**src/rtl/pc_unit_if.sv**
```systemverilog
// Next-PC control/status bundle between the fetch sequencer and pc_unit.
// The instret field is present only when PC_UNIT_INSTRET_EN is defined.
interface pc_unit_if #(
    parameter int unsigned XLEN = 32
);
    logic            en;
    logic [1:0]      sel;
    logic [XLEN-1:0] imm;
    logic [XLEN-1:0] base;
    logic [XLEN-1:0] pc_out;
    logic [XLEN-1:0] pc_next;
    logic [XLEN-1:0] link_out;
    logic            misalign;
    logic            halted;
`ifdef PC_UNIT_INSTRET_EN
    logic [63:0]     instret;
`endif

    modport master (
        output en, sel, imm, base,
`ifdef PC_UNIT_INSTRET_EN
        input  instret,
`endif
        input  pc_out, pc_next, link_out, misalign, halted
    );

    modport slave (
        input  en, sel, imm, base,
`ifdef PC_UNIT_INSTRET_EN
        output instret,
`endif
        output pc_out, pc_next, link_out, misalign, halted
    );
endinterface

```
**src/rtl/pc_unit.sv**
```systemverilog
// Program counter with SEQ/BRANCH/JALR/TRAP next-PC selection and a RUN/HALT FSM that
// halts on misaligned targets. Define PC_UNIT_INSTRET_EN to add a 64-bit retired counter.
module pc_unit #(
    parameter int unsigned     XLEN         = 32,
    parameter logic [XLEN-1:0] RESET_VECTOR = '0,
    parameter logic [XLEN-1:0] TRAP_VECTOR  = XLEN'(32'h0000_0100)
) (
    input logic       clk,
    input logic       rst,
    pc_unit_if.slave  bus
);
    localparam logic [1:0] SEL_SEQ    = 2'b00;
    localparam logic [1:0] SEL_BRANCH = 2'b01;
    localparam logic [1:0] SEL_JALR   = 2'b10;
    localparam logic [1:0] SEL_TRAP   = 2'b11;

    typedef enum logic {StRun, StHalt} state_e;

    state_e          state_q;
    logic [XLEN-1:0] pc_q;
    logic            misalign_q;
    logic            halted_q;
    logic [XLEN-1:0] pc_next_c;
    logic [XLEN-1:0] jalr_sum;
    logic            tgt_misaligned;

    always_comb begin
        jalr_sum  = bus.base + bus.imm;
        pc_next_c = pc_q + XLEN'(4);
        case (bus.sel)
            SEL_SEQ:    pc_next_c = pc_q + XLEN'(4);
            SEL_BRANCH: pc_next_c = pc_q + (bus.imm << 1);
            SEL_JALR:   pc_next_c = {jalr_sum[XLEN-1:1], 1'b0};
            SEL_TRAP:   pc_next_c = TRAP_VECTOR;
            default:    pc_next_c = pc_q + XLEN'(4);
        endcase
    end

    // TRAP_VECTOR is trusted; only computed targets are checked for 4-byte alignment.
    assign tgt_misaligned = pc_next_c[1] && (bus.sel != SEL_TRAP);

`ifdef PC_UNIT_INSTRET_EN
    logic [63:0] instret_q;
    assign bus.instret = instret_q;
`endif

    always_ff @(posedge clk) begin
        if (rst) begin
            state_q    <= StRun;
            pc_q       <= RESET_VECTOR;
            misalign_q <= 1'b0;
            halted_q   <= 1'b0;
`ifdef PC_UNIT_INSTRET_EN
            instret_q  <= '0;
`endif
        end else begin
            misalign_q <= 1'b0;
            case (state_q)
                StRun: begin
                    if (bus.en) begin
                        if (tgt_misaligned) begin
                            state_q    <= StHalt;
                            misalign_q <= 1'b1;
                            halted_q   <= 1'b1;
                        end else begin
                            pc_q <= pc_next_c;
`ifdef PC_UNIT_INSTRET_EN
                            if (bus.sel != SEL_TRAP) instret_q <= instret_q + 64'd1;
`endif
                        end
                    end
                end
                StHalt: begin
                    if (bus.en && (bus.sel == SEL_TRAP)) begin
                        state_q  <= StRun;
                        pc_q     <= TRAP_VECTOR;
                        halted_q <= 1'b0;
                    end
                end
                default: begin
                    state_q  <= StRun;
                    halted_q <= 1'b0;
                end
            endcase
        end
    end

    assign bus.pc_out   = pc_q;
    assign bus.pc_next  = pc_next_c;
    assign bus.link_out = pc_q + XLEN'(4);
    assign bus.misalign = misalign_q;
    assign bus.halted   = halted_q;
endmodule

```
**src/flat_wrapper.sv**
```systemverilog
// flat-port wrapper written by rule: the top's interface ports become plain ports
module pc_unit_flat 
#(
    parameter int unsigned     XLEN         = 32,
    parameter logic [XLEN-1:0] RESET_VECTOR = '0,
    parameter logic [XLEN-1:0] TRAP_VECTOR  = XLEN'(32'h0000_0100)
)
  (clk, rst, bus_en, bus_sel, bus_imm, bus_base, bus_pc_out, bus_pc_next, bus_link_out, bus_misalign, bus_halted);
  pc_unit_if #(.XLEN(XLEN)) bus_i ();
  input logic clk;
  input logic rst;
  input wire logic [$bits(bus_i.en)-1:0] bus_en;
  input wire logic [$bits(bus_i.sel)-1:0] bus_sel;
  input wire logic [$bits(bus_i.imm)-1:0] bus_imm;
  input wire logic [$bits(bus_i.base)-1:0] bus_base;
  output wire logic [$bits(bus_i.pc_out)-1:0] bus_pc_out;
  output wire logic [$bits(bus_i.pc_next)-1:0] bus_pc_next;
  output wire logic [$bits(bus_i.link_out)-1:0] bus_link_out;
  output wire logic [$bits(bus_i.misalign)-1:0] bus_misalign;
  output wire logic [$bits(bus_i.halted)-1:0] bus_halted;
  assign bus_i.en = bus_en;
  assign bus_i.sel = bus_sel;
  assign bus_i.imm = bus_imm;
  assign bus_i.base = bus_base;
  assign bus_pc_out = bus_i.pc_out;
  assign bus_pc_next = bus_i.pc_next;
  assign bus_link_out = bus_i.link_out;
  assign bus_misalign = bus_i.misalign;
  assign bus_halted = bus_i.halted;
  pc_unit #(.XLEN(XLEN), .RESET_VECTOR(RESET_VECTOR), .TRAP_VECTOR(TRAP_VECTOR)) u_core (.clk(clk), .rst(rst), .bus(bus_i));
endmodule
```
**config.mk**
```make
export PLATFORM = sky130hd
export DESIGN_NAME = pc_unit_flat
export DESIGN_NICKNAME = d
export VERILOG_FILES = /design/src/rtl/pc_unit_if.sv /design/src/rtl/pc_unit.sv /design/src/flat_wrapper.sv
export SDC_FILE = /design/constraint.sdc
export NUM_CORES = 1
export LEC_CHECK = 0
export CELL_PAD_IN_SITES_DETAIL_PLACEMENT = 1
export CELL_PAD_IN_SITES_GLOBAL_PLACEMENT = 2
export CORE_AREA = 3 3 160 147
export CTS_CLUSTER_SIZE = 28
export DETAILED_ROUTE_END_ITERATION = 7
export DIE_AREA = 0 0 163 150
export GPL_TIMING_DRIVEN = 0
export PLACE_DENSITY = 0.85
export SLEW_MARGIN = 20
export SYNTH_ARGS = -nofsm -noshare
export SYNTH_HDL_FRONTEND = slang
export SYNTH_SLANG_ARGS = --single-unit
export TNS_END_PERCENT = 30
```
**constraint.sdc**
```tcl
create_clock -name clk -period 3 [get_ports clk]
set_input_delay 0.3 -clock clk [delete_from_list [all_inputs] [get_ports clk]]
set_output_delay 0.3 -clock clk [all_outputs]
set_load 0.01 [all_outputs]
```
==> metrics <==
most frequent cells in the layout=94 x clkdlybuf4s50_1, 75 x nand2_1, 63 x nor2_1, 57 x buf_4, 46 x a21oi_1; Hold WC Path Type=reg2reg; global-route wire length before repair=about 46000 um; Max stage delay cell, worst path=ha_1; GRT Total Usage=0.244; number of flops mapped to enable cells by yosys=0; Crit path buffers/inverters=4; GR Overflow Total=0; crit-path leading delay family=compound AO/OA/AOI/OAI gates; crit path launch type=register; DRT Pass-1 Iters=5; Post-DP HPWL=23200 um; diode count=0; Sink Count=35; initial antenna violation count=0; total number of vias=approximately 7500; Core Box Area=22100 um2; register area share after synthesis=0.119; worst-path maximum fanout=5; final worst slack=-0.338 ns; kind of critical path=reg2out; status=finished, violations left; Synth Flop Type=dfxtp_1; Placed Instance Area=7920 um2; RR Endpoint=u_core.bus.pc_out[31]; Post-Syn Instances=slightly above 800; Unique masters post-synth=roughly 70; mean post-synth cell area=slightly above 7 um2; Ys Warns=0; IO Port Bufs=between 150 and 200; DRC errors left=0; die footprint=approximately 24000 um2; max-slew violations=0; pin count of the biggest net entering global routing=12; reg2reg path depth=13; fmax=300 MHz; Ports=around 170; clock skew=about 0.0084 ns; Die Span X=roughly 160 um; flop2flop setup slack=roughly 0.02 ns; DRT Wirelength=31200 um; Max IR drop VDD=~0.22 mV; Crit path top cell by count=o31ai_4; Antenna Violating Nets Remaining=0; Final Critical Period=about 3.3 ns; cell area after layout=roughly 10000 um2; Num CTS Buffers=5; Setup crit end kind=output pin; Starting Density=0.266; area delta synth->final=68.9%; Clock Tree Root=clkbuf_16; Final Hold Vio Count=0; Setup crit end=bus_pc_next[19]; violated checks=negative setup slack; CTS tree=built; deepest clock path buffer count=2; CTS hold repair buffers=0; Leakage Power=0.00414 uW; worst slew pin tran=0.938 ns; post-DR vias/cell=about 5.6; total of max-cap violations=0; Min Hold Slack=0.521 ns; CP arrival=~3.0 ns; layout cell share with drive strength beyond 1=0.324; Setup Viol. Count Final=20; Critical Path RT=between 2 and 3 ns; Critical Path Source=u_core.bus.pc_out[6]; reg-to-reg startpoint=u_core.bus.pc_out[1]; WP depth=12; commonest non-fill, non-tap cell in the layout=clkdlybuf4s50_1; Die Height=approximately 150 um; placer's final routability congestion estimate=0.942; Post-synth ARST share=0; nets=between 1000 and 1500; Iteration-0 DRC Markers=just under 500; RSZ-0062 raised after global routing=true; clock slew at reported path FFs=approximately 0.070 ns; syn nets=about 960; Mapped Area=5890 um2; average wire per standard cell=between 20 and 25 um; #FFs+latches synth=35; max_slew headroom=0.372; Critical Path Max Stage Delay=slightly below 0.4 ns; Tcrit/Tclk final=1.11; # rows=52; later-pin clock latency in the skew report=around 0.29 ns; PwrDens=about 320 nW/um2; CTS H-tree depth=2; via count of the first global-routing pass=~7800; critical path, cell by cell=ha_1 > inv_1 > o31ai_4 > a22oi_2 > a21oi_2 > buf_4 > nor2_4 > buf_6 > o31ai_4 > xnor2_2 > o22ai_2 > buf_2
## layout make-up
class | instances | area (um2)
fill | 2636 | 12200
buffer | 32 | 160
sequential | 35 | 744
tap | 297 | 372
timing repair buffer | 223 | 2030
inverter | 26 | 97.6
clock buffer | 6 | 129
clock inverter | 2 | 12.5
multi-input combinational | 717 | 6410
## registers in the layout, summed over array words and instances (netlist names)
name	flops
u_core.bus.halted	1
u_core.bus.misalign	1
u_core.bus.pc_out	32
u_core.state_q	1
## worst min-delay path by stage
stage                    startpoint  cells past startpoint  slack, ns              endpoint
2_1_floorplan                   rst                      1       0.38   u_core.bus.misalign
3_3_place_gp      u_core.bus.halted                      2       0.51     u_core.bus.halted
3_5_place_dp   u_core.bus.pc_out[0]                      1       0.51  u_core.bus.pc_out[0]
4_1_cts        u_core.bus.pc_out[0]                      1       0.52  u_core.bus.pc_out[0]
5_1_grt        u_core.bus.pc_out[0]                      1       0.54  u_core.bus.pc_out[0]
6_report       u_core.bus.pc_out[0]                      1       0.52  u_core.bus.pc_out[0]
## where the power goes
group	total [uW]	switching [uW]	internal, uW
clock network	549	241	308
registers	578	79.6	498
logic	2070	1120	943
## per-layer routing
metal,part of all wire,vias up,global-route usage
met5,0,-,0
li1,-,3504,-
met3,0.076,24,0.0493
met2,0.46,273,0.386
met1,0.45,3744,0.347
met4,0.011,0,0.0423
## synth_stat cells, types with 3 or more instances
cell / number / area [um2]
a221o_1: 4 / 40.0
nor2_1: 71 / 267
inv_1: 26 / 97.6
nor3_1: 10 / 50.1
nor2b_1: 10 / 62.6
ha_1: 61 / 763
a211oi_1: 10 / 75.1
nand4_1: 27 / 169
dfxtp_1: 35 / 701
o21ai_0: 53 / 265
buf_4: 3 / 22.5
a21oi_1: 68 / 340
o31ai_1: 6 / 45.0
a221oi_1: 5 / 43.8
nand2_1: 83 / 312
o21bai_1: 3 / 22.5
nor4_1: 4 / 25.0
o211ai_1: 7 / 52.6
mux2i_1: 9 / 90.1
xnor2_1: 61 / 534
a31oi_1: 16 / 100
o21a_1: 5 / 37.5
o221ai_1: 6 / 52.6
and2_1: 9 / 56.3
or3_1: 3 / 18.8
o22ai_1: 11 / 68.8
xor2_1: 18 / 158
buf_2: 8 / 40.0
a22oi_1: 9 / 67.6
nand2b_1: 10 / 62.6
a22o_1: 12 / 105
and3_1: 12 / 75.1
clkbuf_1: 34 / 128
nand3_1: 28 / 140
a21o_1: 35 / 263
## logic make-up after synthesis
family,synth area share
AO/OA/AOI/OAI,0.334
AND/OR/NAND/NOR,0.229
XOR/XNOR,0.117
buffers and inverters,0.0495
adder cells (fa/ha/maj),0.136
flip-flops,0.119
multiplexers,0.0153
## metrics by stage
step | setup slack [ns] | utilization | instances | TNS [ns] | power (uW)
after floorplan | 0.0798 | - | 824 | 0 | 1450
after global placement | -1.90 | 0.358 | 1286 | -46.74 | 2130
after detailed placement | -1.95 | 0.358 | 1286 | -49.44 | 2140
after CTS | -0.389 | 0.426 | 1322 | -2.90 | 3010
after global routing | -0.427 | 0.450 | 1338 | -6.08 | 3370
final | -0.338 | 0.450 | 1338 | -3.59 | 3190
## what timing repair did
item,4_1_cts,5_1_grt
hold endpoints to repair,0,0
resized for setup,396,90
setup buffers,42,17
gates cloned,0,0
endpoints found under the setup margin,72,58
pin swaps,82,54
Power figures use the tool's default switching activity.
